$ cat src/rtl/multicycle_control_if.sv
`default_nettype none
// ============================================================================
//  Module      : multicycle_control_if
//  Description : Bundle of instruction/data-memory handshakes, decoder-style
//                control outputs and state view of the multicycle controller.
//  Revision    : 1.0 - initial release
// ============================================================================
interface multicycle_control_if;
    logic [6:0] opcode;
    logic       imem_ready;
    logic       dmem_ready;
    logic       trap_clr;
    logic       imem_req;
    logic       ir_write;
    logic       pc_write;
    logic       retire;
    logic       trap;
    logic       branch;
    logic       memread;
    logic       memwrite;
    logic       alusrc;
    logic       reg_write;
    logic       mux_inp;
    logic [1:0] memtoreg;
    logic [2:0] aluop;
    logic [2:0] state;

    // Controller side
    modport master (
        input  opcode, imem_ready, dmem_ready, trap_clr,
        output imem_req, ir_write, pc_write, retire, trap, branch, memread,
               memwrite, alusrc, reg_write, mux_inp, memtoreg, aluop, state
    );

    // Datapath / memory side
    modport slave (
        output opcode, imem_ready, dmem_ready, trap_clr,
        input  imem_req, ir_write, pc_write, retire, trap, branch, memread,
               memwrite, alusrc, reg_write, mux_inp, memtoreg, aluop, state
    );
endinterface
`default_nettype wire

$ cat src/rtl/multicycle_control.sv
`default_nettype none
// ============================================================================
//  Module      : multicycle_control
//  Description : FETCH/DECODE/EXEC/MEM/WB control FSM for a multicycle RV32I
//                style datapath, with memory-wait watchdog and TRAP state.
//  Revision    : 1.0 - initial release
// ============================================================================
module multicycle_control #(
    parameter int WAIT_MAX = 15
) (
    input  wire logic            clk,
    input  wire logic            rst_n,
    multicycle_control_if.master bus
);

    localparam int CW = (WAIT_MAX < 1) ? 1 : $clog2(WAIT_MAX + 1);
    localparam logic [CW-1:0] C_WAIT_MAX = CW'(WAIT_MAX);

    typedef enum logic [2:0] {
        S_FETCH  = 3'd0,
        S_DECODE = 3'd1,
        S_EXEC   = 3'd2,
        S_MEM    = 3'd3,
        S_WB     = 3'd4,
        S_TRAP   = 3'd5
    } state_t;

    typedef enum logic [3:0] {
        C_R, C_I, C_LOAD, C_STORE, C_BR, C_JAL, C_JALR, C_LUI, C_AUIPC, C_ILL
    } cls_t;

    function automatic cls_t classify(input logic [6:0] op);
        case (op)
            7'b0110011: classify = C_R;
            7'b0010011: classify = C_I;
            7'b0000011: classify = C_LOAD;
            7'b0100011: classify = C_STORE;
            7'b1100011: classify = C_BR;
            7'b1101111: classify = C_JAL;
            7'b1100111: classify = C_JALR;
            7'b0110111: classify = C_LUI;
            7'b0010111: classify = C_AUIPC;
            default:    classify = C_ILL;
        endcase
    endfunction

    state_t         state_q, state_d;
    logic [6:0]     op_q;
    logic [CW-1:0]  wcnt_q, wcnt_d;
    cls_t           w_cls;      // class of the latched instruction
    cls_t           w_cls_in;   // class of the opcode presented in DECODE

    assign w_cls    = classify(op_q);
    assign w_cls_in = classify(bus.opcode);

    // Next-state and watchdog counter; a ready seen at WAIT_MAX wins over the trap
    always_comb begin
        state_d = state_q;
        wcnt_d  = wcnt_q;
        case (state_q)
            S_FETCH: begin
                if (bus.imem_ready)          state_d = S_DECODE;
                else if (wcnt_q == C_WAIT_MAX) state_d = S_TRAP;
            end
            S_DECODE: state_d = (w_cls_in == C_ILL) ? S_TRAP : S_EXEC;
            S_EXEC: begin
                case (w_cls)
                    C_LOAD, C_STORE: state_d = S_MEM;
                    C_BR:            state_d = S_FETCH;
                    C_ILL:           state_d = S_TRAP;
                    default:         state_d = S_WB;
                endcase
            end
            S_MEM: begin
                if (bus.dmem_ready)            state_d = (w_cls == C_LOAD) ? S_WB : S_FETCH;
                else if (wcnt_q == C_WAIT_MAX) state_d = S_TRAP;
            end
            S_WB:    state_d = S_FETCH;
            S_TRAP:  if (bus.trap_clr) state_d = S_FETCH;
            default: state_d = S_FETCH;
        endcase

        if ((state_d != state_q) && (state_d == S_FETCH || state_d == S_MEM)) begin
            wcnt_d = '0;
        end else if (((state_q == S_FETCH) && !bus.imem_ready) ||
                     ((state_q == S_MEM)   && !bus.dmem_ready)) begin
            if (wcnt_q != C_WAIT_MAX) wcnt_d = wcnt_q + CW'(1);
        end
    end

    // State, latched opcode and wait counter registers
    always_ff @(posedge clk or negedge rst_n) begin
        if (!rst_n) begin
            state_q <= S_FETCH;
            op_q    <= 7'd0;
            wcnt_q  <= '0;
        end else begin
            state_q <= state_d;
            wcnt_q  <= wcnt_d;
            if (state_q == S_DECODE) op_q <= bus.opcode;
        end
    end

    // Output decode; forced to reset values while rst_n is low, independent of clk
    always_comb begin
        logic       l_alusrc;
        logic [2:0] l_aluop;
        logic       l_branch;
        logic       l_mux;
        logic [1:0] l_m2r;

        // Per-class ALU controls and write-back source
        l_alusrc = 1'b1; l_aluop = 3'b000; l_branch = 1'b0; l_mux = 1'b0; l_m2r = 2'b11;
        case (w_cls)
            C_R:     begin l_alusrc = 1'b0; l_aluop = 3'b000; l_m2r = 2'b00; end
            C_I:     begin l_aluop = 3'b001; l_m2r = 2'b00; end
            C_LOAD:  begin l_aluop = 3'b010; l_m2r = 2'b01; end
            C_STORE: begin l_aluop = 3'b011; end
            C_BR:    begin l_alusrc = 1'b0; l_aluop = 3'b100; l_branch = 1'b1; end
            C_JAL:   begin l_aluop = 3'b101; l_m2r = 2'b10; end
            C_JALR:  begin l_aluop = 3'b001; l_mux = 1'b1; l_m2r = 2'b10; end
            C_LUI:   begin l_aluop = 3'b110; l_m2r = 2'b10; end
            C_AUIPC: begin l_aluop = 3'b000; l_m2r = 2'b10; end
            default: begin l_alusrc = 1'b0; end
        endcase

        bus.state     = state_q;
        bus.imem_req  = 1'b0;
        bus.ir_write  = 1'b0;
        bus.pc_write  = 1'b0;
        bus.retire    = 1'b0;
        bus.trap      = 1'b0;
        bus.branch    = 1'b0;
        bus.memread   = 1'b0;
        bus.memwrite  = 1'b0;
        bus.alusrc    = 1'b0;
        bus.reg_write = 1'b0;
        bus.mux_inp   = 1'b0;
        bus.memtoreg  = 2'b11;
        bus.aluop     = 3'b000;

        if (rst_n) begin
            // ALU controls persist from EXEC through MEM and WB of the same instruction
            if (state_q == S_EXEC || state_q == S_MEM || state_q == S_WB) begin
                bus.alusrc  = l_alusrc;
                bus.aluop   = l_aluop;
                bus.mux_inp = l_mux;
            end
            case (state_q)
                S_FETCH: begin
                    bus.imem_req = 1'b1;
                    bus.ir_write = bus.imem_ready;
                end
                S_EXEC: begin
                    bus.branch = l_branch;
                    if (w_cls == C_BR) begin
                        bus.pc_write = 1'b1;
                        bus.retire   = 1'b1;
                    end
                end
                S_MEM: begin
                    bus.memread  = (w_cls == C_LOAD);
                    bus.memwrite = (w_cls == C_STORE);
                    if ((w_cls == C_STORE) && bus.dmem_ready) begin
                        bus.pc_write = 1'b1;
                        bus.retire   = 1'b1;
                    end
                end
                S_WB: begin
                    bus.reg_write = 1'b1;
                    bus.pc_write  = 1'b1;
                    bus.retire    = 1'b1;
                    bus.memtoreg  = l_m2r;
                end
                S_TRAP:  bus.trap = 1'b1;
                default: ;
            endcase
        end
    end

endmodule
`default_nettype wire
$ cat src/flat_wrapper.sv
// flat-port wrapper written by rule: the top's interface ports become plain ports
module multicycle_control_flat 
#(
    parameter int WAIT_MAX = 15
)
  (clk, rst_n, bus_opcode, bus_imem_ready, bus_dmem_ready, bus_trap_clr, bus_imem_req, bus_ir_write, bus_pc_write, bus_retire, bus_trap, bus_branch, bus_memread, bus_memwrite, bus_alusrc, bus_reg_write, bus_mux_inp, bus_memtoreg, bus_aluop, bus_state);
  multicycle_control_if bus_i ();
  input  wire logic clk;
  input  wire logic rst_n;
  input wire logic [$bits(bus_i.opcode)-1:0] bus_opcode;
  input wire logic [$bits(bus_i.imem_ready)-1:0] bus_imem_ready;
  input wire logic [$bits(bus_i.dmem_ready)-1:0] bus_dmem_ready;
  input wire logic [$bits(bus_i.trap_clr)-1:0] bus_trap_clr;
  output wire logic [$bits(bus_i.imem_req)-1:0] bus_imem_req;
  output wire logic [$bits(bus_i.ir_write)-1:0] bus_ir_write;
  output wire logic [$bits(bus_i.pc_write)-1:0] bus_pc_write;
  output wire logic [$bits(bus_i.retire)-1:0] bus_retire;
  output wire logic [$bits(bus_i.trap)-1:0] bus_trap;
  output wire logic [$bits(bus_i.branch)-1:0] bus_branch;
  output wire logic [$bits(bus_i.memread)-1:0] bus_memread;
  output wire logic [$bits(bus_i.memwrite)-1:0] bus_memwrite;
  output wire logic [$bits(bus_i.alusrc)-1:0] bus_alusrc;
  output wire logic [$bits(bus_i.reg_write)-1:0] bus_reg_write;
  output wire logic [$bits(bus_i.mux_inp)-1:0] bus_mux_inp;
  output wire logic [$bits(bus_i.memtoreg)-1:0] bus_memtoreg;
  output wire logic [$bits(bus_i.aluop)-1:0] bus_aluop;
  output wire logic [$bits(bus_i.state)-1:0] bus_state;
  assign bus_i.opcode = bus_opcode;
  assign bus_i.imem_ready = bus_imem_ready;
  assign bus_i.dmem_ready = bus_dmem_ready;
  assign bus_i.trap_clr = bus_trap_clr;
  assign bus_imem_req = bus_i.imem_req;
  assign bus_ir_write = bus_i.ir_write;
  assign bus_pc_write = bus_i.pc_write;
  assign bus_retire = bus_i.retire;
  assign bus_trap = bus_i.trap;
  assign bus_branch = bus_i.branch;
  assign bus_memread = bus_i.memread;
  assign bus_memwrite = bus_i.memwrite;
  assign bus_alusrc = bus_i.alusrc;
  assign bus_reg_write = bus_i.reg_write;
  assign bus_mux_inp = bus_i.mux_inp;
  assign bus_memtoreg = bus_i.memtoreg;
  assign bus_aluop = bus_i.aluop;
  assign bus_state = bus_i.state;
  multicycle_control #(.WAIT_MAX(WAIT_MAX)) u_core (.clk(clk), .rst_n(rst_n), .bus(bus_i));
endmodule
$ cat config.mk
export PLATFORM = sky130hd
export DESIGN_NAME = multicycle_control_flat
export DESIGN_NICKNAME = d
export VERILOG_FILES = /design/src/rtl/multicycle_control_if.sv /design/src/rtl/multicycle_control.sv /design/src/flat_wrapper.sv
export SDC_FILE = /design/constraint.sdc
export NUM_CORES = 1
export LEC_CHECK = 0
export BUFFER_PORTS_ARGS = -buffer_cell sky130_fd_sc_hd__buf_2
export CAP_MARGIN = 10
export CORE_MARGIN = 2
export CORE_UTILIZATION = 45
export DETAILED_ROUTE_END_ITERATION = 8
export PLACE_DENSITY = 0.7
export SLEW_MARGIN = 25
export SYNTH_ARGS = -nofsm -noshare
export SYNTH_HDL_FRONTEND = slang
export SYNTH_SLANG_ARGS = --single-unit
$ cat constraint.sdc
create_clock -name clk -period 2.9 [get_ports clk]
set_clock_uncertainty 0.15 [all_clocks]
set_input_delay 0.145 -clock clk [delete_from_list [all_inputs] [get_ports clk]]
set_output_delay 0.145 -clock clk [all_outputs]
set_load 0.05 [all_outputs]
==> results of run 1 <==
kinds of logic (layout without fill, tap and decap cells):
| family | Yosys count | count (layout) | synth area share (%) |
|---|---|---|---|
| mux | 7 | 7 | 6.44 |
| flops | 14 | 14 | 29.1 |
| buf+inv | 15 | 46 | 5.92 |
| simple gates | 75 | 75 | 36.6 |
| compound gates | 27 | 27 | 18.7 |
| fa+ha+maj | 1 | 1 | 1.04 |
| xor+xnor | 3 | 3 | 2.18 |
flip-flops by register name, summed over array words and instances (netlist names):
| register | flops |
|---|---|
| u_core.bus.state | 3 |
| u_core.op_q | 7 |
| u_core.wcnt_q | 4 |
metrics by stage:
step,instances,hold slack (ps),instance area (um2)
after CTS,203,20.7,1460
after detailed placement,192,68.9,1350
after floorplan,142,-301,1210
final,203,19.0,1460
after global placement,192,53.3,1350
after global routing,203,32.5,1460
final cells by class:
type | count | share of cell area [%]
clock buffer | 4 | 2.49
multi-input combinational | 113 | 54.2
sequential | 14 | 24.1
timing repair buffer | 38 | 15.6
inverter | 4 | 1.03
tap | 30 | 2.58
timing repair:
action                     CTS  global route
hold buffers                 7             0
setup endpoints to repair    0             0
hold endpoints to repair    20             0
worst paths after layout:
| path | depth (start not counted) | from | slack [ps] | to |
|---|---|---|---|---|
| worst min register to register | 2 | u_core.wcnt_q[1]$_DFFE_PN0P_ | 420 | u_core.wcnt_q[1]$_DFFE_PN0P_ |
| worst max register to register | 5 | u_core.op_q[2]$_DFFE_PN0P_ | 730 | u_core.wcnt_q[0]$_DFFE_PN0P_ |
| min in group asynchronous | 3 | rst_n | 290 | u_core.wcnt_q[2]$_DFFE_PN0P_ |
| max in group asynchronous | 3 | rst_n | 2140 | u_core.op_q[2]$_DFFE_PN0P_ |
| worst min-delay path | 2 | bus_opcode[6] | 20 | u_core.op_q[6]$_DFFE_PN0P_ |
| worst max-delay path | 4 | u_core.op_q[5]$_DFFE_PN0P_ | 270 | bus_mux_inp |
report_power, final:
part	internal [W]	switching (W)
Combinational	0.000274	0.000389
Clock	0.0000763	0.0000642
Sequential	0.000271	0.000219
layer usage:
metal  track usage (%)  up-vias
met5                 0        -
met3              3.26        0
li1                  -      576
met4              2.09        0
met2              33.5       24
met1              24.9      570
cells in the mapped netlist, types with 4 or more instances:
cell type,number
inv_1,4
mux2_1,6
nor2_1,12
nand3_1,6
nor3_1,8
and2_1,4
nor2b_1,4
nand2_1,15
dfrtp_1,14
nand2b_1,6
clkbuf_1,6
==> results.json, run 1 <==
{
  "ir_drop_mv": 0.597,
  "maxSlewViolCount": 0,
  "power_density_nw_per_um2": 889,
  "dieWidth_um": 55.7,
  "power_w": 0.00129,
  "critical_path.max_stage_delay_ps": 610,
  "clk_pin_slew_ps": 90,
  "maxSlewHeadroom_pct": 60.4,
  "yosysSeqAreaShare_pct": 29.1,
  "cts-resized-gates": 0,
  "period_minus_slack_ps": 2630,
  "vias": 1170,
  "fin_tns_setup_ps": 0,
  "synth_cells": 142,
  "cp_cell_sequence": "or3_1 > a2111oi_0 > and2_1 > buf_2",
  "drt_first_pass_iters": 4,
  "wire_per_inst_um": 14.3,
  "dp_hpwl_mm": 2.21,
  "h-tree-depth": 1,
  "final_antenna_net_count": 0,
  "drc": 0,
  "final_common_cell": "buf_2",
  "area_growth_pct": 20.9,
  "initial_utilization_pct": 48.1,
  "wl_met3_um": 110,
  "clockRootBuffer": "clkbuf_4",
  "grt.overflow.total": 0,
  "synth-main-ff-cell": "dfrtp_1",
  "ys_ff_latch": 14,
  "n_antenna_cell": 0,
  "cp_slowest_cell": "dfrtp_1",
  "crit_arrival_ps": 2330,
  "m1WireLength_mm": 1.35,
  "regArea_um2": 350,
  "synthArstFlopShare_pct": 100,
  "multi_input_area_um2": 788,
  "io_pins": 31,
  "cts_tree": "yes",
  "worstMarginPinSlew_ps": 594,
  "grt_use_total_pct": 19.0,
  "worstSetupPathType": "flop to output port",
  "ys_top_cells_by_area": "dfrtp_1 29%, mux2_1 5.6%, nand2_1 4.7%, nor2_1 3.7%, nor3_1 3.3%",
  "fmax_mhz": 381,
  "synth_edf_count": 0,
  "worstPathMaxFanout": 17,
  "dr.max_layer_used": "met3",
  "post_cts_buffers": 0,
  "insertion_delay_ps": 270,
  "synth_area_leader_cell": "dfrtp_1",
  "die_area_um2": 3100,
  "worstPathRequired_ps": 2610,
  "place_congestion": 0.791,
  "fin_util_pct": 58.2,
  "port_buffers": 30,
  "wirelength_mm": 2.91,
  "rows": 18,
  "synth_area_um2": 1200,
  "final_nets": 187,
  "crit_family": "simple AND/OR/NAND/NOR gates",
  "nFillCells": 247,
  "rsz0062_at_grt": "false",
  "period_share_pct": 90.5,
  "antenna_found_initial": 0,
  "finalSetupViolations": 0,
  "endpoint_kind": "output port",
  "status": "completed",
  "drv_cap": 0,
  "grt_pass1_wl_mm": 4.90,
  "cp_num_buf_inv": 1,
  "hp-class": "primary input to flop",
  "critPathLaunchType": "flop",
  "mostFrequentLayoutCells": "30 x buf_2, 15 x nand2_1, 14 x dfrtp_1",
  "drt_iter0_drc": 15,
  "ys_types": 52,
  "met2_wirelength_mm": 1.45,
  "final_layout_size_suffix_gt1_share_pct": 25.4,
  "cts.sinks": 14,
  "avgSynthCellArea_um2": 8.48,
  "clockBufferDepth": 2,
  "coreArea_um2": 2500,
  "numCtsBuffers": 3,
  "synth_top_area_share_pct": 29.1,
  "grt_pass1_vias": 1125,
  "yosysWarningCount": 0,
  "setup_ws_ps": 274,
  "p_leak_nw": 0.645,
  "synth_nets": 155,
  "die_h_um": 55.7,
  "grt_max_degree": 18,
  "viasPerCell": 5.76,
  "timing.final.hold_violations": 0,
  "pre_cts_slack_ps": 628
}
(Power assumes the default switching activity.)
==> inputs of run 2 (changes only) <==
MAX_ROUTING_LAYER = met4   (was not set)
==> run 2 against run 1 <==
Net effect: final cell count stayed put; total power decreased by 0.27%; final area did not move; global-route usage grew 0.48 points; wire length is 0.41% lower; sequential share of layout area unchanged; register-to-register slack is essentially flat; critical endpoint unchanged; sequential cell count unchanged; setup slack better by 25 ps.
==> results.json, run 2 (same netlist as run 1, synthesis figures left out) <==
{
  "status": "completed",
  "area_growth_pct": 20.9,
  "r2r_end": "u_core.wcnt_q[0]$_DFFE_PN0P_",
  "ir_drop_mv": 0.596,
  "maxSlewHeadroom_pct": 61.5,
  "cp_slowest_cell": "dfrtp_1",
  "clockRootBuffer": "clkbuf_4",
  "insertion_delay_ps": 270,
  "multi_input_area_um2": 788,
  "wire_per_inst_um": 14.3,
  "coreArea_um2": 2500,
  "largest_register_ff_count": 7,
  "worstPathRequired_ps": 2610,
  "port_buffers": 30,
  "fin_util_pct": 58.2,
  "io_pins": 31,
  "nFillCells": 247,
  "top_register": "u_core.op_q",
  "drv_cap": 0,
  "die_area_um2": 3100,
  "dieWidth_um": 55.7,
  "wirelength_mm": 2.89,
  "crit_arrival_ps": 2310,
  "fmax_mhz": 384,
  "finalSetupViolations": 0,
  "rows": 18,
  "worstMarginPinSlew_ps": 577,
  "clockBufferDepth": 2,
  "period_share_pct": 89.7,
  "drt_iter0_drc": 22,
  "final_antenna_net_count": 0,
  "r2r_setup_slack_ps": 740,
  "met2_wirelength_mm": 1.47,
  "grt.overflow.total": 0,
  "mostFrequentLayoutCells": "30 x buf_2, 15 x nand2_1, 14 x dfrtp_1",
  "dp_hpwl_mm": 2.21,
  "final_nets": 187,
  "viasPerCell": 5.81,
  "cp-startpoint": "u_core.op_q[5]$_DFFE_PN0P_",
  "drc": 0,
  "wl_met3_um": 127,
  "post_cts_buffers": 0,
  "worstPathMaxFanout": 17,
  "r2r_start": "u_core.op_q[2]$_DFFE_PN0P_",
  "initial_utilization_pct": 48.1,
  "period_minus_slack_ps": 2600,
  "m1WireLength_mm": 1.30,
  "grt_use_total_pct": 19.5,
  "cp_cell_sequence": "or3_1 > a2111oi_0 > and2_1 > buf_2",
  "grt_pass1_vias": 1130,
  "numCtsBuffers": 3,
  "place_congestion": 0.802,
  "fin_tns_setup_ps": 0,
  "cts.sinks": 14,
  "n_antenna_cell": 0,
  "clk_pin_slew_ps": 90,
  "timing.final.hold_violations": 0,
  "die_h_um": 55.7,
  "grt_pass1_wl_mm": 4.90,
  "rsz0062_at_grt": "false",
  "worstSetupPathType": "flop to output port",
  "maxSlewViolCount": 0,
  "final_layout_size_suffix_gt1_share_pct": 25.4,
  "vias": 1180,
  "cts_tree": "yes",
  "dr.max_layer_used": "met3",
  "endpoint_kind": "output port",
  "critPathLaunchType": "flop",
  "post-place-cells": 192,
  "drt_first_pass_iters": 4,
  "ff2ff_path_depth": 5,
  "power_density_nw_per_um2": 887,
  "cp-endpoint": "bus_mux_inp",
  "final_cells": 203,
  "h-tree-depth": 1,
  "final_common_cell": "buf_2",
  "grt_max_degree": 18,
  "hp-class": "primary input to flop",
  "p_leak_nw": 0.645,
  "critical_path.max_stage_delay_ps": 600,
  "regArea_um2": 350,
  "antenna_found_initial": 0
}
[run 2: cell counts in the layout (fill, tap and decap cells not counted)]
No cell type changed its count.
[run 2: worst min-delay path by stage]
stage | from | end | cells past startpoint
3_3_place_gp | rst_n | u_core.op_q[3]$_DFFE_PN0P_ | 2
3_5_place_dp | rst_n | u_core.op_q[5]$_DFFE_PN0P_ | 2
5_1_grt | bus_opcode[6] | u_core.op_q[6]$_DFFE_PN0P_ | 2
2_1_floorplan | rst_n | u_core.bus.state[0]$_DFF_PN0_ | 0
6_report | bus_opcode[6] | u_core.op_q[6]$_DFFE_PN0P_ | 2
4_1_cts | bus_opcode[6] | u_core.op_q[6]$_DFFE_PN0P_ | 2
[run 2: cell type report]
class / instances / share of cell area (%)
multi-input combinational: 113 / 54.2
sequential: 14 / 24.1
timing repair buffer: 38 / 15.6
tap: 30 / 2.58
clock buffer: 4 / 2.49
inverter: 4 / 1.03
[run 2: metrics by stage]
step / power [W] / cell area [um2] / hold WS, ps / setup WS, ps
2_1_floorplan: 0.00103 / 1210 / -301 / 175
3_3_place_gp: 0.00111 / 1350 / 53.3 / 765
3_5_place_dp: 0.00115 / 1350 / 68.9 / 628
4_1_cts: 0.00129 / 1460 / 20.7 / 307
5_1_grt: 0.00139 / 1460 / 32.5 / 196
6_report: 0.00129 / 1460 / 19.0 / 299
[run 2: repair_timing]
action,in CTS,in global routing
hold buffers,7,0
endpoints found under the hold margin,20,0
gates resized for setup,0,0
[run 2: critical path: cells and delay by family, from the launching register on]
kind / cells / cell delay, ps
simple gates: 2 / 640
compound gates: 1 / 540
flops: 1 / 600
buf+inv: 1 / 260
[run 2: report_power, final]
group	switching, W	internal, W
clock network	0.0000628	0.0000762
logic	0.000388	0.000274
registers	0.000218	0.000271
[run 2: metal layers]
metal  up-vias  global-route usage (%)
met4         0                    2.09
met3         0                    3.26
li1        577                       -
met2        29                    33.7
met5         -                       -
met1       574                    24.6
==> inputs of run 3 (changes only) <==
ABC_AREA = 1   (was not set)
==> run 3 against run 2 <==
Net effect: sequential power shrank 28%; setup slack gained 290 ps; clock power is essentially flat; final cell count grew 24%; critical endpoint is now bus_memtoreg[0]; highest routed layer is now met4.
==> results.json, run 3 <==
{
  "final_cells": 251,
  "coreArea_um2": 2480,
  "synth_cells": 180,
  "fin_util_pct": 59.3,
  "finalInstanceArea_um2": 1470,
  "cp_slowest_cell": "dfrtp_1",
  "critPathLaunchType": "flop",
  "cp_cell_sequence": "inv_2 > nand2_1 > nor2_1 > inv_1 > nor2_1 > inv_1 > nand2_1 > nor2_1 > nor2_1 > nor2_1 > o21bai_1 > buf_2",
  "maxSlewHeadroom_pct": 75.0,
  "status": "completed",
  "grt.overflow.total": 0,
  "top_register": "u_core.op_q",
  "viasPerCell": 5.06,
  "cts_tree": "yes",
  "final_layout_size_suffix_gt1_share_pct": 28.5,
  "power_w": 0.00116,
  "drt_iter0_drc": 38,
  "synth_nets": 193,
  "endpoint_kind": "output port",
  "insertion_delay_ps": 270,
  "grt_pass1_vias": 1170,
  "period_minus_slack_ps": 2310,
  "final_nets": 235,
  "yosysMostFrequentCell": "nand2_1",
  "cp_common_cell": "nor2_1",
  "regArea_um2": 350,
  "grt_use_total_pct": 21.7,
  "worstMarginPinSlew_ps": 375,
  "synth_area_leader_cell": "dfrtp_1",
  "wire_per_inst_um": 10.9,
  "die_h_um": 55.0,
  "fmax_mhz": 432,
  "io_pins": 31,
  "multi_input_area_um2": 703,
  "yosysWarningCount": 0,
  "fin_tns_setup_ps": 0,
  "place_area_um2": 1350,
  "drv_cap": 0,
  "synth-main-ff-cell": "dfrtp_1",
  "synthArstFlopShare_pct": 100,
  "antenna_found_initial": 0,
  "grt_pass1_wl_mm": 4.63,
  "finalSetupViolations": 0,
  "synth_common_cells": "48 x nand2_1, 22 x inv_1, 20 x nor2_1",
  "drc": 0,
  "maxSlewViolCount": 0,
  "worstSetupPathType": "flop to output port",
  "cts.sinks": 14,
  "yosysSeqAreaShare_pct": 29.9,
  "dieWidth_um": 55.0,
  "worstPathRequired_ps": 2610,
  "ys_top_cells_by_area": "dfrtp_1 30%, nand2_1 15%, inv_1 7.1%, nand2_2 7.0%, nor2_1 6.4%",
  "mostFrequentLayoutCells": "48 x nand2_1, 30 x buf_2, 22 x inv_1",
  "synth_edf_count": 0,
  "nFillCells": 257,
  "critical_path.max_stage_delay_ps": 420,
  "hp-class": "primary input to flop",
  "h-tree-depth": 1,
  "power_density_nw_per_um2": 788,
  "numCtsBuffers": 3,
  "initial_utilization_pct": 47.2,
  "worstPathMaxFanout": 4,
  "period_share_pct": 79.8,
  "largest_register_ff_count": 7,
  "rsz0062_at_grt": "false",
  "clockRootBuffer": "clkbuf_4",
  "ys_types": 27,
  "final_common_cell": "nand2_1",
  "timing.final.hold_violations": 0,
  "grt_max_degree": 18,
  "post-place-cells": 239,
  "die_area_um2": 3020,
  "dp_hpwl_mm": 2.21,
  "area_growth_pct": 25.7,
  "final_antenna_net_count": 0,
  "rows": 18,
  "drt_first_pass_iters": 4,
  "port_buffers": 30,
  "n_antenna_cell": 0,
  "clockBufferDepth": 2,
  "avgSynthCellArea_um2": 6.50,
  "wirelength_mm": 2.75,
  "place_congestion": 0.781,
  "p_leak_nw": 0.839,
  "vias": 1269,
  "synth_area_um2": 1170,
  "clk_pin_slew_ps": 90,
  "crit_arrival_ps": 2020,
  "ys_ff_latch": 14,
  "synth_top_area_share_pct": 29.9,
  "ir_drop_mv": 0.588
}
run 3: cell types whose count changed after synthesis, sizes merged, moves of 5 or more:
cell | previous run | this run
nand2 | 15 | 61
inv | 4 | 28
nor2 | 12 | 25
mux2 | 6 | 0
nand2b | 6 | 0
nand4 | 1 | 7
clkbuf | 6 | 1
nand3 | 6 | 11
run 3: final cells by class:
type | instances | area share (%)
clock buffers | 4 | 2.47
flip-flops and latches | 14 | 23.8
multi-input cells | 136 | 47.8
inverters | 28 | 7.15
repair buffers | 39 | 16.2
well taps | 30 | 2.55
run 3: stage by stage:
step | hold WS, ps | setup slack [ps]
after floorplan | -301 | 257
after global placement | -72.7 | 1000
after detailed placement | -64.3 | 935
after CTS | 90.8 | 620
after global routing | 90.6 | 377
final | 94.1 | 586
run 3: cells by family (layout without fill, tap and decap cells):
| kind of cell | Yosys count | count (layout) | share of synthesized area [%] |
|---|---|---|---|
| xor gates and xnor gates | 3 | 3 | 2.25 |
| AOI/OAI and AO/OA | 17 | 17 | 8.56 |
| DFF | 14 | 14 | 29.9 |
| muxes | 1 | 1 | 0.856 |
| and+or+nand+nor | 114 | 114 | 47.4 |
| buffers and inverters | 30 | 71 | 9.95 |
| adders and majority gates | 1 | 1 | 1.07 |
run 3: routing by layer:
metal  GRT usage [%]  part of all wire (%)  up-vias
met3            2.42                   3.5        2
met5               -                     0        -
met1            23.4                    42      574
met2            41.7                    54       33
li1                -                     -      660
met4            5.69                  0.51        0
run 3: worst paths after layout:
kind	from	to	slack [ps]	cells after the start
max	u_core.op_q[3]$_DFFE_PN0P_	bus_memtoreg[0]	590	12
min	bus_imem_ready	u_core.bus.state[0]$_DFF_PN0_	90	5
max reg2reg	u_core.wcnt_q[0]$_DFFE_PN0P_	u_core.wcnt_q[3]$_DFFE_PN0P_	1000	9
min reg2reg	u_core.op_q[0]$_DFFE_PN0P_	u_core.op_q[0]$_DFFE_PN0P_	340	2
max in group asynchronous	rst_n	u_core.op_q[6]$_DFFE_PN0P_	2170	2
min in group asynchronous	rst_n	u_core.wcnt_q[2]$_DFFE_PN0P_	160	2
run 3: power breakdown:
part | internal, W | switching, W
combinational | 0.000198 | 0.000471
sequential | 0.000271 | 0.0000793
clock | 0.0000762 | 0.0000621
run 3: what timing repair did:
| action | 4_1_cts | 5_1_grt |
|---|---|---|
| hold buffers | 8 | 0 |
| buffers inserted | 0 | 0 |
| resized for setup | 0 | 0 |
| endpoints found under the hold margin | 21 | 0 |
run 3: worst max-delay path, delay by kind of cell, from the launching register on:
kind                   cells  cell delay, ps
and+or+nand+nor            7             670
DFF                        1             420
buffers and inverters      4             510
AOI/OAI and AO/OA          1             130
